===== src/rtl/sram_port_arbiter.sv =====
// ============================================================================
// Module   : sram_port_arbiter
// Brief    : Round-robin arbiter sharing one single-port SRAM between several
//            mem-style requesters, with a built-in array clear sequencer.
// Revision : 1.0
// ============================================================================
`default_nettype none

module sram_port_arbiter #(
    parameter int NUM_PORTS      = 2,
    parameter int NUM_WORDS      = 8192,
    parameter int DATA_WIDTH     = 64,
    parameter int ADDR_WIDTH     = $clog2(NUM_WORDS),
    parameter int CLEAR_ON_RESET = 1
) (
    input  logic                             clk_i,
    input  logic                             rst_i,
    input  logic                             clear_i,
    output logic                             clear_busy_o,
    input  logic [NUM_PORTS-1:0]             req_i,
    output logic [NUM_PORTS-1:0]             gnt_o,
    input  logic [NUM_PORTS-1:0]             we_i,
    input  logic [NUM_PORTS*ADDR_WIDTH-1:0]  addr_i,
    input  logic [NUM_PORTS*DATA_WIDTH-1:0]  wdata_i,
    input  logic [NUM_PORTS*DATA_WIDTH/8-1:0] be_i,
    output logic [NUM_PORTS-1:0]             rvalid_o,
    output logic [NUM_PORTS*DATA_WIDTH-1:0]  rdata_o,
    output logic                             sram_req_o,
    output logic                             sram_we_o,
    output logic [ADDR_WIDTH-1:0]            sram_addr_o,
    output logic [DATA_WIDTH-1:0]            sram_wdata_o,
    output logic [DATA_WIDTH/8-1:0]          sram_be_o,
    input  logic [DATA_WIDTH-1:0]            sram_rdata_i
);

    localparam int c_be_width  = DATA_WIDTH / 8;
    localparam int c_ptr_width = $clog2(NUM_PORTS);

    localparam logic [0:0] c_st_clear = 1'b0;
    localparam logic [0:0] c_st_serve = 1'b1;

    localparam logic [ADDR_WIDTH-1:0]  c_last_addr = ADDR_WIDTH'(NUM_WORDS - 1);
    localparam logic [c_ptr_width-1:0] c_ptr_init  = c_ptr_width'(NUM_PORTS - 1);

    logic [0:0]             r_state;
    logic [ADDR_WIDTH-1:0]  r_cnt;
    logic [c_ptr_width-1:0] r_ptr;
    logic                   r_valid;
    logic [c_ptr_width-1:0] r_id;

    logic                   w_any;
    logic                   w_grant;
    logic [c_ptr_width-1:0] w_winner;

    function automatic logic [c_ptr_width-1:0] f_wrap(input logic [c_ptr_width-1:0] p,
                                                      input int k);
        int s;
        s = (int'(p) + k) % NUM_PORTS;
        return c_ptr_width'(s);
    endfunction

    // Scan from lowest priority to highest so the highest-priority requester wins last.
    always_comb begin
        w_any    = 1'b0;
        w_winner = '0;
        for (int k = NUM_PORTS; k >= 1; k--) begin
            if (req_i[f_wrap(r_ptr, k)]) begin
                w_any    = 1'b1;
                w_winner = f_wrap(r_ptr, k);
            end
        end
    end

    assign w_grant      = (r_state == c_st_serve) && w_any;
    assign gnt_o        = w_grant ? (NUM_PORTS'(1) << w_winner) : '0;
    assign clear_busy_o = (r_state == c_st_clear);

    always_comb begin
        if (r_state == c_st_clear) begin
            sram_req_o   = 1'b1;
            sram_we_o    = 1'b1;
            sram_addr_o  = r_cnt;
            sram_wdata_o = '0;
            sram_be_o    = '1;
        end else begin
            // With no request the winner index stays 0, so port 0 drives the bus.
            sram_req_o   = w_any;
            sram_we_o    = we_i[w_winner];
            sram_addr_o  = addr_i[int'(w_winner)*ADDR_WIDTH +: ADDR_WIDTH];
            sram_wdata_o = wdata_i[int'(w_winner)*DATA_WIDTH +: DATA_WIDTH];
            sram_be_o    = be_i[int'(w_winner)*c_be_width +: c_be_width];
        end
    end

    always_ff @(posedge clk_i or posedge rst_i) begin
        if (rst_i) begin
            r_state <= (CLEAR_ON_RESET != 0) ? c_st_clear : c_st_serve;
            r_cnt   <= '0;
            r_ptr   <= c_ptr_init;
            r_valid <= 1'b0;
            r_id    <= '0;
        end else begin
            r_valid <= w_grant;
            if (w_grant) begin
                r_id  <= w_winner;
                r_ptr <= w_winner;
            end
            case (r_state)
                c_st_clear: begin
                    if (r_cnt == c_last_addr) begin
                        r_cnt   <= '0;
                        r_state <= c_st_serve;
                    end else begin
                        r_cnt <= r_cnt + ADDR_WIDTH'(1);
                    end
                end
                default: begin
                    if (clear_i) begin
                        r_state <= c_st_clear;
                    end
                end
            endcase
        end
    end

    assign rvalid_o = r_valid ? (NUM_PORTS'(1) << r_id) : '0;

    always_comb begin
        rdata_o = '0;
        if (r_valid) begin
            rdata_o[int'(r_id)*DATA_WIDTH +: DATA_WIDTH] = sram_rdata_i;
        end
    end

endmodule

`default_nettype wire


===== config.mk =====
export PLATFORM = sky130hd
export DESIGN_NAME = sram_port_arbiter
export DESIGN_NICKNAME = d
export VERILOG_FILES = /design/src/rtl/sram_port_arbiter.sv
export SDC_FILE = /design/constraint.sdc
export NUM_CORES = 1
export LEC_CHECK = 0
export ABC_AREA = 0
export CORE_AREA = 2 2 180 182
export DETAILED_ROUTE_END_ITERATION = 8
export DIE_AREA = 0 0 182 184
export DONT_BUFFER_PORTS = 1
export SYNTH_ARGS = -nofsm -noshare
export SYNTH_HDL_FRONTEND = slang
export SYNTH_SLANG_ARGS = --single-unit

===== constraint.sdc =====
create_clock -name clk_i -period 2.1 [get_ports clk_i]
set_input_delay 0.21 -clock clk_i [delete_from_list [all_inputs] [get_ports clk_i]]
set_output_delay 0.21 -clock clk_i [all_outputs]
set_load 0.01 [all_outputs]

* Word level (Yosys, flattened, before mapping) *
Index checks and enable logic that the tools add are counted.

storage, ports and cells
  output and inout bits = 220
  bits in registers = 17
  input bits = 241

operators by class
  $lt $le $gt $ge = 3
  mux-type cells = 22
  reductions and logical operators = 1
  bitwise operators = 2
  $add $sub $neg = 4
  multipliers = 1
  shift operators = 7
  equal/unequal tests = 1

operators with widths
  operator                   number
  $and 128x128->128          1
  $mux 128                   1
  $shift 64x33->128 const A  1
  $shiftx 128x8->64          1
  $shiftx 64x33->128         1
  $mux 64                    1
  $neg 7->33                 1
  $mux 13                    2
  $shiftx 26x6->13           1
  $shiftx 16x5->8            1
  $mux 1                     15
  $add 13x1->13 const B      1
  $eq 13x13->1 const B       1
  $mux 8                     1
  $lt 1x2->1 const B         3
  $mul 1x4->5 const B        1
  $mux 2                     2
  $shl 1x1->2 const A        2
  $add 1x1->1 const B        2
  $logic_and 1x1->1          1
  $not 1->1                  1

* Depth between registers and ports, before layout *
Gate-level depths: netlist (run 1).

  depth after elaboration = 8
  depth in mapped cells = 7

* Worst setup path before layout (run 1) *
No wires, ideal clock.

  kind = reg-to-output
  start = register r_ptr
  end = output port sram_wdata_o[52]
  stages on the path, launching flop included = 7
  setup slack = 425 ps
  data arrival time = 1,465 ps
  cell sequence = dfstp_2 nand2_1 nand2_1 buf_2 buf_1 nand2_1 a21oi_1

on the way
  longest elaborated chain between the ends = 7

ends and longest elaborated chain
  what                                        line  text
  start: declaration                          47    logic [c_ptr_width-1:0] r_ptr;
  start signal: assignment                    99    r_ptr <= c_ptr_init;
  start signal: assignment                    106   r_ptr <= w_winner;
  $add 1x1->1                                 58    s = (int'(p) + k) % NUM_PORTS;
  $mux 1 (not written as such) (2 in series)  67    if (req_i[f_wrap(r_ptr, k)]) begin
  $mux 1                                      67
  $mux 1 (*)                                  67
  $shiftx 128x8->64 (*)                       90    sram_wdata_o = wdata_i[int'(w_winner)*DATA_WIDTH +: DATA_WIDTH];
  $mux 64 (*)                                 79    if (r_state == c_st_clear) begin
  end: declaration                            31    output logic [DATA_WIDTH-1:0] sram_wdata_o,

Mark *: on every way between the ends. The rest lies on a longest branch, timed or not. The select of a mux whose other input is x is not followed.

* Final worst setup path (run 1) *
  start = register r_ptr
  end = output port sram_wdata_o[59]

The elaborated chain is that of the path after synthesis.

==> results.json, run 1 <==
{
  "outcome": "finished clean",
  "synth_edf_count": 0,
  "fmax_mhz": 510,
  "hold_viol_final": 0,
  "intPower_mw": 0.903,
  "ys_top_cells_by_area": "nand2_1 23%, and2_1 14%, and3_1 14%, dfrtp_1 14%, a21oi_1 11%",
  "start_util_pct": 9.42,
  "crit_chain": "nand2_1 -> nand2_4 -> bufbuf_16 -> nand2_1 -> a21oi_1 -> buf_4",
  "combPwrFrac_pct": 41.9,
  "min_path_type": "in2reg",
  "cts_buffers": 3,
  "ios": 461,
  "place.gp.congestion": 0.854,
  "htreeDepth": 1,
  "fin_crit_ns": 1.96,
  "p_sw_share_pct": 42.7,
  "fin_setup_tns_ns": 0,
  "peakVddDrop_mv": 0.298,
  "grt_max_degree": 67,
  "num_rows": 65,
  "startpoint_type": "register",
  "async_reset_ff_share_pct": 100,
  "syn_area_per_cell_um2": 5.63,
  "cp_data_required_time_ns": 1.89,
  "port_buffers": 0,
  "ys_seq_area_share_pct": 14.4,
  "grt_pass1_wl_mm": 26.0,
  "cp.arrival_ns": 1.75,
  "grt_use_total_pct": 10.9,
  "viasPerCell": 4.12,
  "die_width_um": 182,
  "dieArea_um2": 33500,
  "cp_max_fo": 43,
  "end_kind": "output pin",
  "skew_ns": 0.00306,
  "n_fill_cell": 3629,
  "wirelength_mm": 20.5,
  "syn_nets": 767,
  "slowest_stage": "dfstp_2",
  "postSynthCellCount": 525,
  "seq_area_um2": 427,
  "slew_headroom_pct": 56.0,
  "critPathTopFamily": "flip-flops",
  "diodes": 0,
  "yosysTopAreaCell": "nand2_1",
  "grt_pass1_vias": 3526,
  "critPathKind": "reg2out",
  "root_buffer": "clkbuf_16",
  "clock_latency_ns": 0.25,
  "synth_area_um2": 2960,
  "yosys_warnings": 0,
  "drc_errors": 0,
  "synth.distinct_cells": 32,
  "p_seq_share_pct": 33.9,
  "synth_ff_type": "dfrtp_1",
  "cpMostUsedCell": "nand2_1",
  "synth_top_cell_area_share_pct": 22.6,
  "ys_ff_latch": 17,
  "final_cell_mix": "177 x nand2_1, 77 x buf_4, 66 x and3_1",
  "drt_iter0_markers": 148,
  "multi_input_area_um2": 2330,
  "vias": 3970,
  "antenna_found_initial": 2,
  "power.density_nw_per_um2": 386,
  "cp_num_buf_inv": 2,
  "clkTransAtPathRegs_ns": 0.05,
  "drv_slew": 0,
  "leakage_nw": 2.03,
  "core_area_um2": 31400,
  "max_stage_delay_ns": 0.52,
  "fin_cells": 963,
  "power_switching_mw": 0.672,
  "max_cap_viol_count": 0,
  "clock-sinks": 17,
  "postLayoutCoreUtil_pct": 13.0,
  "grt_setup_unrepaired": "no",
  "worst-slew-pin-transition_ns": 0.659,
  "hpwl_mm": 17.5,
  "dp.cells": 957,
  "setup_violations": 0,
  "wl_per_cell_um": 21.3,
  "ant_nets": 0,
  "fin_crit_sh_pct": 93.4,
  "die_h_um": 184,
  "final_common_cell": "nand2_1",
  "clockBufferDepth": 2,
  "drt_first_pass_iters": 4,
  "area_growth_syn_to_layout_pct": 37.8,
  "cts_tree": "yes",
  "finalNetCount": 804,
  "drive_above_1_share_pct": 16.9,
  "gr-total-overflow": 0,
  "p_clk_share_pct": 24.2
}
==> Yosys cell counts, types with 2 or more instances <==
cell type and number:
nor3_1 2, dfrtp_1 16, and2_1 66, xor2_1 5, a31oi_1 13, buf_1 5
a21o_1 2, xnor2_1 7, clkbuf_1 38, nand3_1 13, nand2_1 178, a21oi_1 64
inv_1 2, buf_2 8, and3_1 66, nor2_1 24
==> worst paths after layout <==
kind | from | to | slack, ns | cells past startpoint
setup / recovery | r_ptr | sram_wdata_o[59] | 0.14 | 6
hold / removal | clear_i | r_state | 0.06 | 1
setup reg to reg | r_cnt[1] | r_state | 0.35 | 5
hold reg to reg | r_ptr | r_ptr | 0.51 | 1
max in group asynchronous | rst_i | r_cnt[2] | 1.18 | 2
min in group asynchronous | rst_i | r_cnt[10] | 0.50 | 2
==> routing by layer <==
layer / up-vias / wire (um) / track usage [%]
met4: 0 / 558 / 2.97
li1: 1790 / - / -
met2: 316 / 10600 / 21.1
met5: - / 0 / 0
met1: 1836 / 7830 / 12.4
met3: 28 / 1490 / 1.66
==> sequential cells by signal, indices dropped and copies added, names as in the netlist <==
signal   flops
r_cnt       13
r_id         1
r_ptr        1
r_state      1
r_valid      1
==> through the flow <==
stage          total power, mW  area (um2)  hold slack [ns]  setup slack, ns
6_report                  1.57        4080           0.0552            0.139
5_1_grt                   1.69        4080           0.0529           0.0134
4_1_cts                   1.59        4070           0.0567           0.0639
3_5_place_dp              1.18        3940            0.229            0.241
3_3_place_gp              1.16        3940            0.227            0.267
2_1_floorplan            0.943        2960            0.135            0.425
==> kinds of logic after synthesis <==
group                    share of synthesized area, %
buffers and inverters                            7.58
AND/OR/NAND/NOR                                  59.2
AO/OA/AOI/OAI                                    14.5
XOR/XNOR                                         3.55
adder cells (fa/ha/maj)                         0.423
flip-flops                                       14.4
multiplexers                                    0.339
==> repair_timing <==
action,in CTS,in global routing
endpoints found under the setup margin,1,1
hold buffers,1,0
endpoints found under the hold margin,16,0
resized for setup,1,1
buffers inserted,0,0
cloned,1,0
==> power by group through the flow <==
stage	clock (mW)	sequential, mW	combinational [mW]
final	0.381	0.534	0.659
after detailed placement	0	0.536	0.646
after CTS	0.387	0.531	0.675
after global placement	0	0.526	0.634
after floorplan	0	0.493	0.450
after global routing	0.405	0.545	0.743
==> layout make-up <==
class / instances / area share, %
clock inverters: 1 / 0.123
clock buffers: 3 / 1.84
inverters: 3 / 0.276
repair buffers: 84 / 17.9
multi-input cells: 453 / 57.1
flip-flops and latches: 17 / 10.5
well taps: 402 / 12.3
Power figures use the tool's default switching activity.
==> inputs of run 2 (changes only) <==
Settings changed: PLACE_DENSITY set to 0.3.
==> results.json, run 2 (synthesized netlist as in run 1, its figures left out) <==
{
  "htreeDepth": 1,
  "drt_iter0_markers": 111,
  "finalNetCount": 800,
  "setup_violations": 0,
  "core_area_um2": 31400,
  "hpwl_mm": 15.8,
  "grt_pass1_wl_mm": 23.7,
  "area_growth_syn_to_layout_pct": 36.4,
  "grt_setup_unrepaired": "no",
  "fmax_mhz": 514,
  "skew_ns": 0.00497,
  "cts_tree": "yes",
  "port_buffers": 0,
  "placed_cell_area_um2": 3930,
  "n_fill_cell": 3683,
  "crit_path_start": "r_ptr",
  "grt_max_degree": 67,
  "outcome": "finished clean",
  "largest_reg_flops": 13,
  "cp.arrival_ns": 1.74,
  "fin_crit_ns": 1.95,
  "cts_buffers": 3,
  "final_cell_mix": "177 x nand2_1, 73 x buf_4, 66 x and3_1",
  "final_common_cell": "nand2_1",
  "grt_use_total_pct": 9.67,
  "startpoint_type": "register",
  "antenna_found_initial": 6,
  "gr-total-overflow": 0,
  "end_kind": "output pin",
  "num_rows": 65,
  "clockBufferDepth": 2,
  "drc_errors": 0,
  "seq_area_um2": 427,
  "wl_per_cell_um": 19.2,
  "fin_setup_tns_ns": 0,
  "multi_input_area_um2": 2320,
  "max_stage_delay_ns": 0.53,
  "post_cts_buffers": 0,
  "clock_latency_ns": 0.25,
  "cpMostUsedCell": "nand2_1",
  "combPwrFrac_pct": 39.1,
  "drive_above_1_share_pct": 16.0,
  "design_area_um2": 4030,
  "p_seq_share_pct": 35.2,
  "peakVddDrop_mv": 0.219,
  "critPathKind": "reg2out",
  "fin_cells": 963,
  "dp.cells": 954,
  "grt_pass1_vias": 3633,
  "wirelength_mm": 18.5,
  "fin_crit_sh_pct": 92.7,
  "worst-slew-pin-transition_ns": 0.708,
  "viasPerCell": 4.06,
  "ant_nets": 0,
  "p_sw_share_pct": 42.0,
  "ios": 461,
  "clkTransAtPathRegs_ns": 0.05,
  "crit_chain": "nand2_1 -> nand2_4 -> buf_12 -> nand2_1 -> a21oi_1 -> buf_4",
  "cp_data_required_time_ns": 1.89,
  "slew_headroom_pct": 52.7,
  "place.gp.congestion": 0.824,
  "vias": 3909,
  "dieArea_um2": 33500,
  "hold_viol_final": 0,
  "drv_slew": 0,
  "r2r_start": "r_cnt[0]",
  "power_switching_mw": 0.626,
  "intPower_mw": 0.865,
  "min_from": "clear_i",
  "clock-sinks": 17,
  "die_width_um": 182,
  "cp_max_fo": 27,
  "power.density_nw_per_um2": 370,
  "min_path_type": "in2reg",
  "leakage_nw": 1.99,
  "holdWs_ns": 0.0493,
  "die_h_um": 184,
  "max_cap_viol_count": 0,
  "p_clk_share_pct": 25.7,
  "start_util_pct": 9.42,
  "top_register": "r_cnt",
  "drt_first_pass_iters": 4,
  "root_buffer": "clkbuf_16",
  "slowest_stage": "dfstp_2"
}
[run 2: power by group through the flow]
stage               logic, mW  clock network [mW]  registers [mW]
finish                  0.583               0.383           0.526
global route            0.661               0.410           0.546
CTS                     0.601               0.397           0.527
detailed placement      0.595                   0           0.531
global placement        0.599                   0           0.535
floorplan               0.450                   0           0.493
[run 2: worst paths after layout]
| kind | to | slack [ns] | depth (start not counted) |
|---|---|---|---|
| hold / removal | r_state | 0.05 | 1 |
| setup reg to reg | r_state | 0.38 | 5 |
| min in group asynchronous | r_cnt[2] | 0.53 | 2 |
| hold reg to reg | r_cnt[12] | 0.50 | 1 |
| max in group asynchronous | r_cnt[9] | 1.12 | 2 |
| setup / recovery | sram_wdata_o[22] | 0.15 | 6 |
[run 2: timing repair]
item                                   4_1_cts  5_1_grt
endpoints found under the hold margin        1        0
hold buffers                                 1        0
resized for setup                            0        0
[run 2: critical path: cells and delay by family (launching register included)]
family | cells | cell delay [ns]
AO/OA/AOI/OAI | 1 | 0.24
buffers and inverters | 2 | 0.37
flip-flops | 1 | 0.53
AND/OR/NAND/NOR | 3 | 0.34
[run 2: area by class of cell]
class                   count  area share [%]
diodes                      4           0.248
clock buffers               4            1.96
inverters                   3           0.279
multi-input cells         453            57.6
flip-flops and latches     17            10.6
well taps                 402            12.5
repair buffers             80            16.8
[run 2: metrics by stage]
step | worst slack, ns | util [%] | total power, mW
floorplan | 0.425 | - | 0.943
global placement | 0.341 | 12.5 | 1.13
detailed placement | 0.359 | 12.5 | 1.13
CTS | 0.0819 | 12.8 | 1.53
global route | 0.0162 | 12.8 | 1.62
finish | 0.153 | 12.8 | 1.49
[run 2: layer usage]
layer	part of all wire [%]	up-vias	track usage (%)
li1	-	1780	-
met1	35	1775	9.71
met2	53	315	19.6
met3	7.4	37	1.78
met4	3.8	2	3.65
met5	0.070	-	0
==> inputs of run 3 (changes only) <==
Clock period 2.1 ns to 1.7 ns, I/O delays scaled along.
==> results.json, run 3 (synthesized netlist as in run 1, its figures left out) <==
{
  "fin_crit_ns": 1.80,
  "cp.arrival_ns": 1.63,
  "final_common_cell": "nand2_1",
  "n_fill_cell": 3579,
  "cp_num_buf_inv": 3,
  "start_util_pct": 9.42,
  "cp_max_fo": 11,
  "die_h_um": 184,
  "viasPerCell": 4.13,
  "clkTransAtPathRegs_ns": 0.05,
  "min_path_type": "in2reg",
  "violations": "negative setup slack",
  "critPathTopFamily": "flip-flops",
  "wirelength_mm": 21.3,
  "grt_setup_unrepaired": "yes",
  "placed_cell_area_um2": 3980,
  "p_sw_share_pct": 42.9,
  "grt_max_degree": 66,
  "clockBufferDepth": 2,
  "port_buffers": 0,
  "slowest_stage": "dfstp_2",
  "r2r_start": "r_cnt[0]",
  "drc_errors": 0,
  "min_to": "r_state",
  "fin_crit_sh_pct": 106,
  "r2r_end": "r_cnt[5]",
  "hpwl_mm": 16.2,
  "p_total_mw": 2.36,
  "cp_data_required_time_ns": 1.53,
  "fmax_mhz": 556,
  "num_rows": 65,
  "max_cap_viol_count": 0,
  "clock_latency_ns": 0.25,
  "fin_cells": 984,
  "skew_ns": 0.00729,
  "end_kind": "output pin",
  "power_switching_mw": 1.01,
  "final_cell_mix": "122 x nand2_1, 75 x buf_4, 66 x and3_1",
  "top_register": "r_cnt",
  "die_width_um": 182,
  "hold_viol_final": 0,
  "peakVddDrop_mv": 0.288,
  "startpoint_type": "register",
  "critPathKind": "reg2out",
  "p_seq_share_pct": 26.5,
  "worst-slew-pin-transition_ns": 0.483,
  "wl_per_cell_um": 21.6,
  "power.density_nw_per_um2": 464,
  "drt_iter0_markers": 119,
  "dp.cells": 960,
  "finalNetCount": 825,
  "grt_pass1_wl_mm": 25.7,
  "antenna_found_initial": 4,
  "p_clk_share_pct": 20.9,
  "grt_pass1_vias": 3750,
  "fin_setup_tns_ns": -4.04,
  "dieArea_um2": 33500,
  "area_growth_syn_to_layout_pct": 72.5,
  "ant_nets": 0,
  "reg2regPathDepth": 6,
  "intPower_mw": 1.35,
  "cts_buffers": 3,
  "min_from": "clear_i",
  "grt_use_total_pct": 10.6,
  "root_buffer": "clkbuf_16",
  "fin_ws_ns": -0.0984,
  "core_area_um2": 31400,
  "drt_first_pass_iters": 4,
  "combPwrFrac_pct": 52.6,
  "worst-path-stages": 7,
  "holdPathStages": 1,
  "crit_chain": "nand2_2 -> nand2_4 -> buf_6 -> buf_12 -> nand2_1 -> a21oi_1 -> buf_4",
  "drv_slew": 0,
  "clock-sinks": 17,
  "slew_headroom_pct": 67.5,
  "diodes": 0,
  "max_stage_delay_ns": 0.54,
  "leakage_nw": 2.33,
  "gr-total-overflow": 0,
  "place.gp.congestion": 0.795,
  "ios": 461,
  "largest_reg_flops": 13,
  "setup_violations": 76,
  "pre_cts_ws_ns": 0.0416,
  "outcome": "finished with violations",
  "design_area_um2": 5100,
  "drive_above_1_share_pct": 39.3,
  "htreeDepth": 1,
  "cts_tree": "yes",
  "vias": 4068,
  "r2r_setup_slack_ns": 0.19
}
-- run 3: worst max path at each step --
stage | start | endpoint | slack [ns]
5_1_grt | r_ptr | sram_wdata_o[9] | -0.16
2_1_floorplan | r_ptr | sram_wdata_o[52] | 0.07
3_3_place_gp | r_ptr | sram_wdata_o[23] | 0.03
3_5_place_dp | r_ptr | sram_wdata_o[23] | 0.04
4_1_cts | r_ptr | sram_wdata_o[12] | -0.11
6_report | r_ptr | sram_wdata_o[22] | -0.1
-- run 3: power groups by stage --
stage                     Sequential [mW]  Clock (mW)  Combinational, mW
after floorplan                     0.608           0              0.556
after global placement              0.636           0              0.800
after detailed placement            0.637           0              0.801
after CTS                           0.629       0.513               1.13
after global routing                0.642       0.526               1.35
final                               0.625       0.495               1.24
-- run 3: worst register-to-register path, stage by stage (launching register included) --
cell and delay, ns:
dfrtp_1 0.35, ha_1 0.23, nand4b_4 0.15, nor3_4 0.20, and4_1 0.24, buf_4 0.16
nor2_1 0.05
-- run 3: layout make-up --
class	count	area, um2	area share [%]
multi-input cells	453	2930	57.4
repair buffers	105	1140	22.4
well taps	402	503	9.86
flip-flops and latches	17	428	8.39
clock buffers	3	75.1	1.47
inverters	3	13.8	0.270
clock inverters	1	7.51	0.147
-- run 3: timing repair --
action                                 in CTS  in global routing
pin swaps                                  31                 25
endpoints found under the hold margin      16                  0
setup endpoints to repair                  81                 80
setup buffers                               6                  1
cloned                                      6                  7
gates resized for setup                    96                 69
hold buffers                                1                  0
-- run 3: routing by layer --
metal,wire (um),up-vias,global-route usage [%]
li1,-,1836,-
met1,7780,1900,11.4
met2,11800,304,21.9
met3,1140,28,0.832
met4,506,0,2.84
met5,0,-,0
-- run 3: per-stage QoR --
stage          hold slack (ns)  util, %
2_1_floorplan           0.0953        -
3_3_place_gp             0.120     12.7
3_5_place_dp             0.119     12.7
4_1_cts                 0.0519     15.0
5_1_grt                 0.0464     16.2
6_report                0.0412     16.2
